File: src/rtl/sparc_ifu_parchk_pkg.sv
// sparc_ifu_parchk_pkg: shared FSM encoding and default sizing for the IFU parity-check controller
package sparc_ifu_parchk_pkg;
  typedef enum logic [1:0] {IDLE = 2'd0, CHK = 2'd1, ERR_WAIT = 2'd2} state_e;
  localparam int NREQ_DEF  = 4;
  localparam int W_DEF     = 34;
  localparam int CNT_W_DEF = 8;
endpackage

File: src/rtl/sparc_ifu_rr_arb.sv
// sparc_ifu_rr_arb: NREQ-way round-robin arbiter; the thread after the last winner gets top priority
module sparc_ifu_rr_arb #(
  parameter int NREQ  = 4,
  parameter int TID_W = $clog2(NREQ)
) (
  input  logic             clk,
  input  logic             rst_n,
  input  logic [NREQ-1:0]  req,
  input  logic             en,
  output logic [NREQ-1:0]  gnt,
  output logic [TID_W-1:0] gnt_idx,
  output logic             gnt_any
);
  logic [TID_W-1:0] ptr_q, ptr_d, idx;
  always_comb begin
    idx     = '0;
    gnt_idx = '0;
    gnt_any = 1'b0;
    // scan from farthest to nearest so the thread closest to the pointer wins last
    for (int k = NREQ - 1; k >= 0; k--) begin
      idx = ptr_q + TID_W'(k);
      if (req[idx]) begin
        gnt_idx = idx;
        gnt_any = 1'b1;
      end
    end
    gnt_any = gnt_any & en;
    gnt     = gnt_any ? (NREQ'(1) << gnt_idx) : '0;
    ptr_d   = gnt_any ? gnt_idx + 1'b1 : ptr_q;
  end
  always_ff @(posedge clk or negedge rst_n)
    if (!rst_n) ptr_q <= '0;
    else        ptr_q <= ptr_d;
endmodule

File: src/rtl/sparc_ifu_parchk_ctl.sv
// sparc_ifu_parchk_ctl: shared 34-bit parity checker with round-robin thread arbitration; IFU_PARCHK_ERRINJ_EN adds one-shot error injection
module sparc_ifu_parchk_ctl
  import sparc_ifu_parchk_pkg::*;
#(
  parameter int NREQ  = NREQ_DEF,
  parameter int W     = W_DEF,
  parameter int CNT_W = CNT_W_DEF,
  parameter int TID_W = $clog2(NREQ)
) (
  input  logic              rclk,
  input  logic              arst_l,
  input  logic [NREQ-1:0]   req_vld,
  input  logic [NREQ*W-1:0] req_data,
  output logic [NREQ-1:0]   req_gnt,
  output logic              res_vld,
  output logic [TID_W-1:0]  res_tid,
  output logic              res_err,
  input  logic              err_ack,
  input  logic [NREQ-1:0]   clr_sticky,
  output logic [NREQ-1:0]   err_sticky,
  output logic [CNT_W-1:0]  err_cnt,
`ifdef IFU_PARCHK_ERRINJ_EN
  input  logic              errinj_en,
  input  logic [TID_W-1:0]  errinj_tid,
`endif
  output logic              busy
);
  localparam logic [CNT_W-1:0] CNT_MAX = '1;
  state_e            state_q, state_d;
  logic [W-1:0]      word_q, word_d;
  logic [TID_W-1:0]  tid_q, tid_d;
  logic [CNT_W-1:0]  err_cnt_q, err_cnt_d;
  logic [NREQ-1:0]   sticky_q, sticky_d;
  logic              armed_q, armed_d;
  logic [NREQ-1:0]   arb_gnt;
  logic [TID_W-1:0]  gnt_idx;
  logic              gnt_any, arb_en, par_err, chk_err, inj;
  assign par_err = ^word_q;
  assign chk_err = (state_q == CHK) && par_err;
  // gating with arst_l keeps req_gnt low throughout reset
  assign arb_en  = arst_l && ((state_q == IDLE) || ((state_q == CHK) && !par_err));
  sparc_ifu_rr_arb #(.NREQ(NREQ), .TID_W(TID_W)) u_arb (
    .clk     (rclk),
    .rst_n   (arst_l),
    .req     (req_vld),
    .en      (arb_en),
    .gnt     (arb_gnt),
    .gnt_idx (gnt_idx),
    .gnt_any (gnt_any)
  );
  always_ff @(posedge rclk or negedge arst_l)
    if (!arst_l) begin
      state_q   <= IDLE;
      word_q    <= '0;
      tid_q     <= '0;
      err_cnt_q <= '0;
      sticky_q  <= '0;
      armed_q   <= 1'b1;
    end else begin
      state_q   <= state_d;
      word_q    <= word_d;
      tid_q     <= tid_d;
      err_cnt_q <= err_cnt_d;
      sticky_q  <= sticky_d;
      armed_q   <= armed_d;
    end
  always_comb begin
    state_d = (state_q == IDLE) ? (gnt_any ? CHK : IDLE) :
              (state_q == CHK)  ? (par_err ? ERR_WAIT : gnt_any ? CHK : IDLE) :
              (err_ack ? IDLE : ERR_WAIT);
  end
  always_comb begin
`ifdef IFU_PARCHK_ERRINJ_EN
    // re-arms only after errinj_en has been low for a cycle
    inj     = gnt_any && errinj_en && armed_q && (gnt_idx == errinj_tid);
    armed_d = !errinj_en ? 1'b1 : inj ? 1'b0 : armed_q;
`else
    inj     = 1'b0;
    armed_d = armed_q;
`endif
    word_d    = gnt_any ? (req_data[gnt_idx*W +: W] ^ {{(W-1){1'b0}}, inj}) : word_q;
    tid_d     = gnt_any ? gnt_idx : tid_q;
    err_cnt_d = (chk_err && err_cnt_q != CNT_MAX) ? err_cnt_q + 1'b1 : err_cnt_q;
    sticky_d  = (sticky_q & ~clr_sticky) | (chk_err ? (NREQ'(1) << tid_q) : '0);
  end
  always_comb begin
    req_gnt    = arb_gnt;
    res_vld    = state_q != IDLE;
    res_tid    = tid_q;
    res_err    = (state_q == ERR_WAIT) || chk_err;
    err_sticky = sticky_q;
    err_cnt    = err_cnt_q;
    busy       = (state_q != IDLE) || (|req_vld);
  end
endmodule

File: config.mk
export PLATFORM = sky130hd
export DESIGN_NAME = sparc_ifu_parchk_ctl
export DESIGN_NICKNAME = d
export VERILOG_FILES = /design/src/rtl/sparc_ifu_parchk_pkg.sv /design/src/rtl/sparc_ifu_rr_arb.sv /design/src/rtl/sparc_ifu_parchk_ctl.sv
export SDC_FILE = /design/constraint.sdc
export NUM_CORES = 1
export LEC_CHECK = 0
export ABC_AREA = 0
export BUFFER_PORTS_ARGS = -buffer_cell sky130_fd_sc_hd__clkbuf_2
export CORE_MARGIN = 3
export CORE_UTILIZATION = 51
export DETAILED_ROUTE_END_ITERATION = 6
export PLACE_DENSITY = 0.89
export SLEW_MARGIN = 15
export SYNTH_ARGS = -nofsm -noshare
export SYNTH_HDL_FRONTEND = slang
export SYNTH_HIERARCHICAL = 1
export SYNTH_SLANG_ARGS = --single-unit
File: constraint.sdc
create_clock -name rclk -period 8.5 [get_ports rclk]
set_input_delay 2.125 -clock rclk [delete_from_list [all_inputs] [get_ports rclk]]
set_output_delay 2.125 -clock rclk [all_outputs]
set_load 0.1 [all_outputs]
Word-level counts from Yosys, hierarchy flattened

Cells that the tools add are included.

Input port bits: 147
Bits in registers: 52
Word-level logic and storage cells: 61
Output and inout port bits: 21

Order comparisons: 4
Muxes and demuxes: 23
Reduce and logical (&&, ||, !) cells: 12
Bitwise logic cells: 4
$add $sub $neg: 5
Shift operators: 3
Multiply operators: 1
Equality and inequality tests: 3

Operators by type and width:

| kind                                                                         | count |
|---|---|
| 136-bit by 9-bit variable part select with 34-bit output                     | 1 |
| 34-bit parity                                                                | 1 |
| 2-bit two-way mux                                                            | 8 |
| 2-bit by 3-bit less-than comparator with 1-bit output, second input constant | 4 |
| 1-bit two-way mux                                                            | 9 |
| 8-bit by 1-bit adder with 8-bit output, second input constant                | 1 |
| 1-bit binary-select mux with 2-bit select                                    | 4 |
| 4-bit two-way mux                                                            | 2 |
| 8-bit != test, second input constant                                         | 1 |
| 1-bit by 2-bit left shift with 4-bit output, first input constant            | 2 |
| 2-bit by 5-bit multiplier with 7-bit output, second input constant           | 1 |
| 2-bit by 1-bit adder with 2-bit output, second input constant                | 2 |
| 2-bit adder, second input constant                                           | 2 |
| 4-bit bitwise AND                                                            | 1 |
| 1-bit logical AND                                                            | 4 |
| 4-bit NOT                                                                    | 1 |
| 4-bit OR                                                                     | 1 |
| 4-bit OR reduction                                                           | 1 |
| 1-bit logical OR                                                             | 3 |
| 2-bit by 1-bit == test with 1-bit output, second input constant              | 1 |
| 2-bit == test, second input constant                                         | 1 |
| 2-bit logical NOT                                                            | 1 |
| 2-bit nonzero test                                                           | 1 |
| 1-bit bitwise AND                                                            | 1 |
| 1-bit logical NOT                                                            | 1 |

Depth between registers and ports, before layout

Gate-level depths: netlist of the first run.

Word-level depth: 12
Depth in mapped cells: 12
Gate-level depth less buffers: 10

Modules after synthesis

Netlist of the first run, hierarchy kept.

Modules (own cells, without submodules):

| module               | area an instance (um^2) | cells each | instances | sequential area each (um^2) |
|---|---|---|---|---|
| sparc_ifu_parchk_ctl | 3269.4                  | 232        | 1         | 1251.2 |
| sparc_ifu_rr_arb     | 210.2                   | 26         | 1         | 50.0 |

Worst setup path after synthesis of the first run

No wires, ideal clock.

Kind: in2out
Start point: in req_vld[0]
End point: out req_gnt[2]
Stages on the path: 4
Arrival: 4.873 ns
Required time: 6.375 ns
Path buffers: 0
Path slack: 1.502 ns
Cell sequence: a21o_1 -> a21oi_1 -> o22a_1 -> nor3b_1

Cells in the longest elaborated chain, start to end: 8
Elaborated cells between the ends (all ways): 19
Those cells by class: 1 x shift; 17 x mux; 1 x bitwise

RTL lines:

| item                                            | RTL line                   | source |
|---|---|---|
| from (decl)                                     | sparc_ifu_parchk_ctl.sv:12 | `input logic [NREQ-1:0] req_vld,` |
| 1-bit binary-select mux with 2-bit select       | sparc_ifu_rr_arb.sv:22     | `if (req[idx]) begin` |
| 1-bit two-way mux (implied by the code)         | sparc_ifu_rr_arb.sv:22     |  |
| 2-bit two-way mux (3 in a row)                  | sparc_ifu_rr_arb.sv:22     |  |
| 2-bit two-way mux (*)                           | sparc_ifu_rr_arb.sv:22     |  |
| net gnt_idx[1]                                  | sparc_ifu_parchk_ctl.sv:36 | `logic [TID_W-1:0] gnt_idx;` |
| 1-bit by 2-bit left shift with 4-bit output (*) | sparc_ifu_rr_arb.sv:28     | `gnt = gnt_any ? (NREQ'(1) << gnt_idx) : '0;` |
| 4-bit two-way mux (*)                           | sparc_ifu_rr_arb.sv:28     |  |
| to (decl)                                       | sparc_ifu_parchk_ctl.sv:14 | `output logic [NREQ-1:0] req_gnt,` |

Mark *: on every way through the listed nets, which the timed path passes. The rest lies on a longest branch. The select of a mux whose other input is x is not followed.

Worst setup path after layout of the first run

Start point: in arst_l
End point: out req_gnt[1]

Cells in the longest elaborated chain, start to end: 3

RTL lines:

| item              | RTL line                   | source |
|---|---|---|
| from (decl)       | sparc_ifu_parchk_ctl.sv:11 | `input logic arst_l,` |
| 1-bit logical AND | sparc_ifu_parchk_ctl.sv:41 | `assign arb_en = arst_l && ((state_q == IDLE) \|\| ((state_q == CHK) && !par_err));` |
| net arb_en        | sparc_ifu_parchk_ctl.sv:37 | `logic gnt_any, arb_en, par_err, chk_err, inj;` |
| 1-bit bitwise AND | sparc_ifu_rr_arb.sv:27     | `gnt_any = gnt_any & en;` |
| net gnt_any       | sparc_ifu_parchk_ctl.sv:37 |  |
| 4-bit two-way mux | sparc_ifu_rr_arb.sv:28     |  |

The timed path passes the listed nets, and every way through them passes these cells.

==> flow_metrics.py, run 1 <==
metrics = {
    "detailed_routing": {
        "drc": 0,
        "drtIter0Drc": 97,
        "wl_per_cell_um": 15.8,
        "wirelength_um": 7870,
        "first_pass_iters": 4,
        "antenna_left": 0,
        "dr_total_vias": 2699,
        "viasPerCell": 5.41,
    },
    "floorplan": {
        "io_pins": 168,
        "die_area_um2": 7850,
        "rows": 29,
        "core-area_um2": 6490,
        "die_x_um": 88.6,
        "initial_core_util_pct": 53.6,
        "dieHeight_um": 88.6,
    },
    "sta": {
        "setup_viol": 0,
        "timing.fmax_mhz": 152,
        "slew_violations": 0,
        "fin_worst_skew_ns": 0.0110,
        "slew_headroom_pct": 41.5,
        "rsz0062_at_grt": "false",
        "finalSetupTns_ns": 0,
        "worst_pin_slew_ns": 0.877,
        "hold_viol": 0,
        "min_period_ns": 6.59,
        "finalCritPeriodShare_pct": 77.6,
        "hold_ws_ns": 0.503,
    },
    "clock_network": {
        "cts_max_level": 2,
        "cts_hold_buf": 0,
        "root_buffer": "clkbuf_8",
        "clock_sinks": 52,
        "path_clk_slew_ns": 0.09,
        "post_cts_buffers": 0,
        "cts_tree": "yes",
        "cts_buffer_depth": 2,
        "cts_resized": 0,
        "clock_latency_ns": 0.29,
        "cts_made_buffers": 5,
    },
    "logic_synthesis": {
        "synth_common_cells": "52 x dfrtp_1, 36 x mux2_2, 34 x mux4_2, 28 x xnor2_1, 17 x nand2_1",
        "synthDistinctLibCells": 43,
        "synthesis.nets": 406,
        "synthArstFlopShare_pct": 100,
        "synthCells": 258,
        "synth-seq-area-share_pct": 37.4,
        "synthesis.area_um2": 3480,
        "synth_area_leaders": "dfrtp_1 37%, mux4_2 22%, mux2_2 12%",
        "yosysTopAreaCellShare_pct": 37.4,
        "synth_top_area_cell": "dfrtp_1",
        "ys_warn_count": 6,
        "yosysMostFrequentCell": "dfrtp_1",
        "synth_enable_flop_cells": 0,
        "syn_area_per_cell_um2": 13.5,
        "synth_ff_type": "dfrtp_1",
        "synth-seq-cells": 52,
    },
    "finish": {
        "drive_gt1_share_pct": 61.6,
        "area_growth_pct": 28.2,
        "diodes": 0,
        "seq_area_um2": 1300,
        "utilization_pct": 68.7,
        "fill_cells": 509,
        "final_nets": 569,
        "multi_input_area_um2": 2080,
    },
    "global_route": {
        "grt_pass1_vias": 2794,
        "grt_first_pass_wirelength_um": 12700,
        "track_usage_pct": 20.8,
        "grt_max_degree": 54,
        "antenna_found_initial": 0,
        "grt.overflow.total": 0,
    },
    "critical_path": {
        "arrival_ns": 4.47,
        "required_ns": 6.38,
        "end_kind": "output port",
        "r2r_start": "word_q[15]$_DFFE_PN0P_",
        "r2r_cells": 9,
        "start_kind": "input pin",
        "cp_max_fo": 53,
        "reg2reg_slack_ns": 5.06,
        "r2r-end": "word_q[20]$_DFFE_PN0P_",
        "crit_type": "input pin to output port",
    },
    "flow_run": {
        "cap_violations": 0,
    },
    "placement": {
        "dp_hpwl_um": 6440,
        "place_congestion": 0.757,
        "io_buffers": 167,
    },
    "worst_hold_path": {
        "min_to": "err_sticky[0]$_DFF_PN0_",
        "hp-start": "err_sticky[0]$_DFF_PN0_",
        "hold_class": "flop to flop",
        "min_path_cells": 2,
    },
    "status": {
        "status": "finished, final reports clean",
    },
}
[placed cells by master (no fill, tap or decap), drive strengths merged, types with 2 or more instances in the layout]
master | Yosys | routed
xor2 | 6 | 6
dfrtp | 52 | 52
nor2 | 9 | 9
nand3 | 2 | 2
mux2i | 6 | 6
nand2b | 5 | 5
xnor2 | 30 | 30
clkinv | 0 | 2
inv | 10 | 10
o22ai | 4 | 4
and3 | 2 | 2
clkbuf | 9 | 173
nor3 | 4 | 4
mux2 | 39 | 39
nand2 | 17 | 17
xnor3 | 2 | 2
o21ai | 2 | 2
a21oi | 3 | 3
buf | 4 | 2
o41ai | 2 | 2
o211a | 2 | 2
mux4 | 34 | 34
or3b | 2 | 2
[final cells by class]
class,count,share of cell area [%]
Tap cell,77,2.16
Sequential cell,52,29.2
Timing Repair Buffer,169,19.1
Clock inverter,2,0.224
Multi-Input combinational cell,183,46.7
Inverter,10,0.842
Clock buffer,6,1.85
[worst max-delay path, stage by stage]
cell	delay, ns
clkbuf_2	0.08
buf_4	0.52
o211a_1	0.28
o41ai_2	0.13
inv_2	0.58
nand2_1	0.15
nor2_1	0.12
clkbuf_2	0.47
[kinds of logic (layout without fill, tap and decap cells)]
family / Yosys count / count (layout) / share of synthesized area [%]
AND/OR/NAND/NOR: 45 / 45 / 6.19
XOR/XNOR: 39 / 39 / 11.8
buffers and inverters: 23 / 187 / 2.80
AO/OA/AOI/OAI: 19 / 19 / 4.85
adder cells (fa/ha/maj): 1 / 1 / 0.360
multiplexers: 79 / 79 / 36.6
flip-flops: 52 / 52 / 37.4
[worst max-delay path by stage]
stage | from | end | cells past startpoint
floorplan | req_vld[0] | req_gnt[2] | 4
global placement | arst_l | req_gnt[1] | 8
detailed placement | arst_l | req_gnt[1] | 8
CTS | arst_l | req_gnt[1] | 8
global route | arst_l | req_gnt[1] | 8
finish | arst_l | req_gnt[1] | 8
[registers in the layout (all words and copies together) (netlist names)]
name / flops
word_q: 34
err_cnt: 8
err_sticky: 4
res_tid: 2
state_q: 2
u_arb/ptr_q: 2
[layer usage]
metal | track usage, % | vias to the layer above | part of all wire (%)
met3 | 3.35 | 4 | 5.4
met2 | 39.3 | 108 | 56
met1 | 25.3 | 1303 | 38
met4 | 3.71 | 0 | 0.75
li1 | - | 1284 | -
met5 | 0 | - | 0
[per-stage QoR]
stage / setup WS (ns) / cells / area (um2)
2_1_floorplan: 1.50 / 258 / 3480
3_5_place_dp: 1.81 / 491 / 4370
5_1_grt: 1.62 / 499 / 4460
6_report: 1.91 / 499 / 4460
4_1_cts: 1.80 / 499 / 4460
3_3_place_gp: 1.91 / 491 / 4370
Power of run 1 is left out: the tool's default activity adds up to more than one toggle a clock period on the data nets, which glitch-free logic cannot reach.
==> run 2, diff against run 1 <==
--- a/config.mk
+++ b/config.mk
@@ -8,9 +8,9 @@
 export ABC_AREA = 0
 export BUFFER_PORTS_ARGS = -buffer_cell sky130_fd_sc_hd__clkbuf_2
 export CORE_MARGIN = 3
-export CORE_UTILIZATION = 51
+export CORE_UTILIZATION = 47
 export DETAILED_ROUTE_END_ITERATION = 6
-export PLACE_DENSITY = 0.89
+export PLACE_DENSITY = 0.83
 export SLEW_MARGIN = 15
 export SYNTH_ARGS = -nofsm -noshare
 export SYNTH_HDL_FRONTEND = slang
==> constraint.sdc (replaced) <==
create_clock -name rclk -period 6.6 [get_ports rclk]
set_input_delay 1.65 -clock rclk [delete_from_list [all_inputs] [get_ports rclk]]
set_output_delay 1.65 -clock rclk [all_outputs]
set_load 0.1 [all_outputs]
==> run 2 against run 1 <==
Global-route usage down 0.98 points. Via count increased by 1.2%. Design area increased by 0.65%. First-iteration DRC count fell by 34%. Clock skew down 0.0065 ns. Worst setup slack worse by 0.84 ns. Critical endpoint unchanged. Hold slack is essentially flat. Non-clock buffer count rose by 1. Critical path depth increased by 3.
==> flow_metrics.py, run 2 (synthesis results as in run 1) <==
metrics = {
    "status": {
        "status": "finished, final reports clean",
    },
    "floorplan": {
        "die_area_um2": 8470,
        "rows": 30,
        "initial_core_util_pct": 49.8,
        "io_pins": 168,
        "die_x_um": 92.0,
        "core-area_um2": 6980,
        "dieHeight_um": 92.0,
    },
    "clock_network": {
        "cts_max_level": 2,
        "post_cts_buffers": 0,
        "clock_latency_ns": 0.29,
        "root_buffer": "clkbuf_8",
        "cts_resized": 0,
        "cts_hold_buf": 0,
        "path_clk_slew_ns": 0.09,
        "cts_buffer_depth": 2,
        "cts_tree": "yes",
        "clock_sinks": 52,
        "cts_made_buffers": 5,
    },
    "critical_path": {
        "required_ns": 4.95,
        "start_kind": "flop",
        "crit_type": "flop to output port",
        "arrival_ns": 3.89,
        "end_kind": "output port",
        "cp_max_fo": 39,
    },
    "finish": {
        "multi_input_area_um2": 2080,
        "layout_commonest_cell": "clkbuf_2",
        "final_nets": 570,
        "final_area_um2": 4490,
        "area_growth_pct": 29.0,
        "largest_register": "word_q",
        "largest_reg_flops": 34,
        "diodes": 0,
        "drive_gt1_share_pct": 61.2,
        "final_cell_mix": "167 x clkbuf_2, 52 x dfrtp_1, 36 x mux2_2",
        "seq_area_um2": 1300,
        "fill_cells": 574,
    },
    "global_route": {
        "grt_max_degree": 53,
        "antenna_found_initial": 0,
        "grt_pass1_vias": 2869,
        "track_usage_pct": 19.9,
        "grt.overflow.total": 0,
        "grt_first_pass_wirelength_um": 13300,
    },
    "sta": {
        "fin_worst_skew_ns": 0.00458,
        "min_period_ns": 5.54,
        "hold_viol": 0,
        "slew_violations": 0,
        "setup_viol": 0,
        "worst_pin_slew_ns": 0.785,
        "slew_headroom_pct": 47.6,
        "finalCritPeriodShare_pct": 83.9,
        "rsz0062_at_grt": "false",
        "timing.fmax_mhz": 181,
        "finalSetupTns_ns": 0,
    },
    "detailed_routing": {
        "dr_total_vias": 2732,
        "first_pass_iters": 4,
        "wl_per_cell_um": 15.5,
        "viasPerCell": 5.26,
        "drtIter0Drc": 64,
        "wirelength_um": 8050,
        "antenna_left": 0,
        "drc": 0,
    },
    "placement": {
        "place_congestion": 0.767,
        "place_area_um2": 4400,
        "dp_hpwl_um": 6700,
        "io_buffers": 167,
    },
    "flow_run": {
        "cap_violations": 0,
    },
    "worst_hold_path": {
        "hold_class": "flop to flop",
    },
}
## run 2: layout make-up
class                      instances  share of cell area (%)
timing repair buffer             170                    19.1
tap                               96                    2.68
sequential                        52                    29.0
inverter                          10                   0.836
multi-input combinational        183                    46.4
clock buffer                       8                    2.01
## run 2: layer usage
metal  GRT usage (%)  share of wire (%)  vias to the layer above
li1                -                  -                     1288
met1            24.4                 39                     1316
met2            35.7                 53                      119
met3            4.43                7.0                        9
met4            4.46               0.99                        0
met5               0                  0                        -
## run 2: path summary, 6_finish.rpt
| check | startpoint | to | slack, ns | cells past startpoint |
|---|---|---|---|---|
| setup / recovery | word_q[15]$_DFFE_PN0P_ | req_gnt[1] | 1.06 | 11 |
| hold / removal | err_sticky[0]$_DFF_PN0_ | err_sticky[0]$_DFF_PN0_ | 0.50 | 2 |
| setup reg to reg | word_q[15]$_DFFE_PN0P_ | word_q[28]$_DFFE_PN0P_ | 3.18 | 9 |
| hold reg to reg | err_sticky[0]$_DFF_PN0_ | err_sticky[0]$_DFF_PN0_ | 0.50 | 2 |
| max in group asynchronous | arst_l | word_q[7]$_DFFE_PN0P_ | 4.67 | 2 |
| min in group asynchronous | arst_l | err_sticky[2]$_DFF_PN0_ | 1.49 | 2 |
## run 2: critical path, cell delays in order (launching register included)
cell and delay [ns]:
dfrtp_1 0.40, xor2_1 0.17, xnor2_1 0.19, xnor2_1 0.15, xnor3_1 0.68, xnor2_4 0.35
o211a_1 0.19, o41ai_2 0.13, inv_2 0.60, nand2_1 0.14, nor2_1 0.11, clkbuf_2 0.46
## run 2: metrics by stage
stage	std cells	util [%]	worst slack, ns	hold WS [ns]
floorplan	258	-	0.552	0.501
global placement	511	63.0	1.39	0.487
detailed placement	511	63.0	1.34	0.487
global route	519	64.3	0.714	0.534
CTS	519	64.3	1.01	0.509
finish	519	64.3	1.06	0.503
Power of run 2 is left out for the same reason.
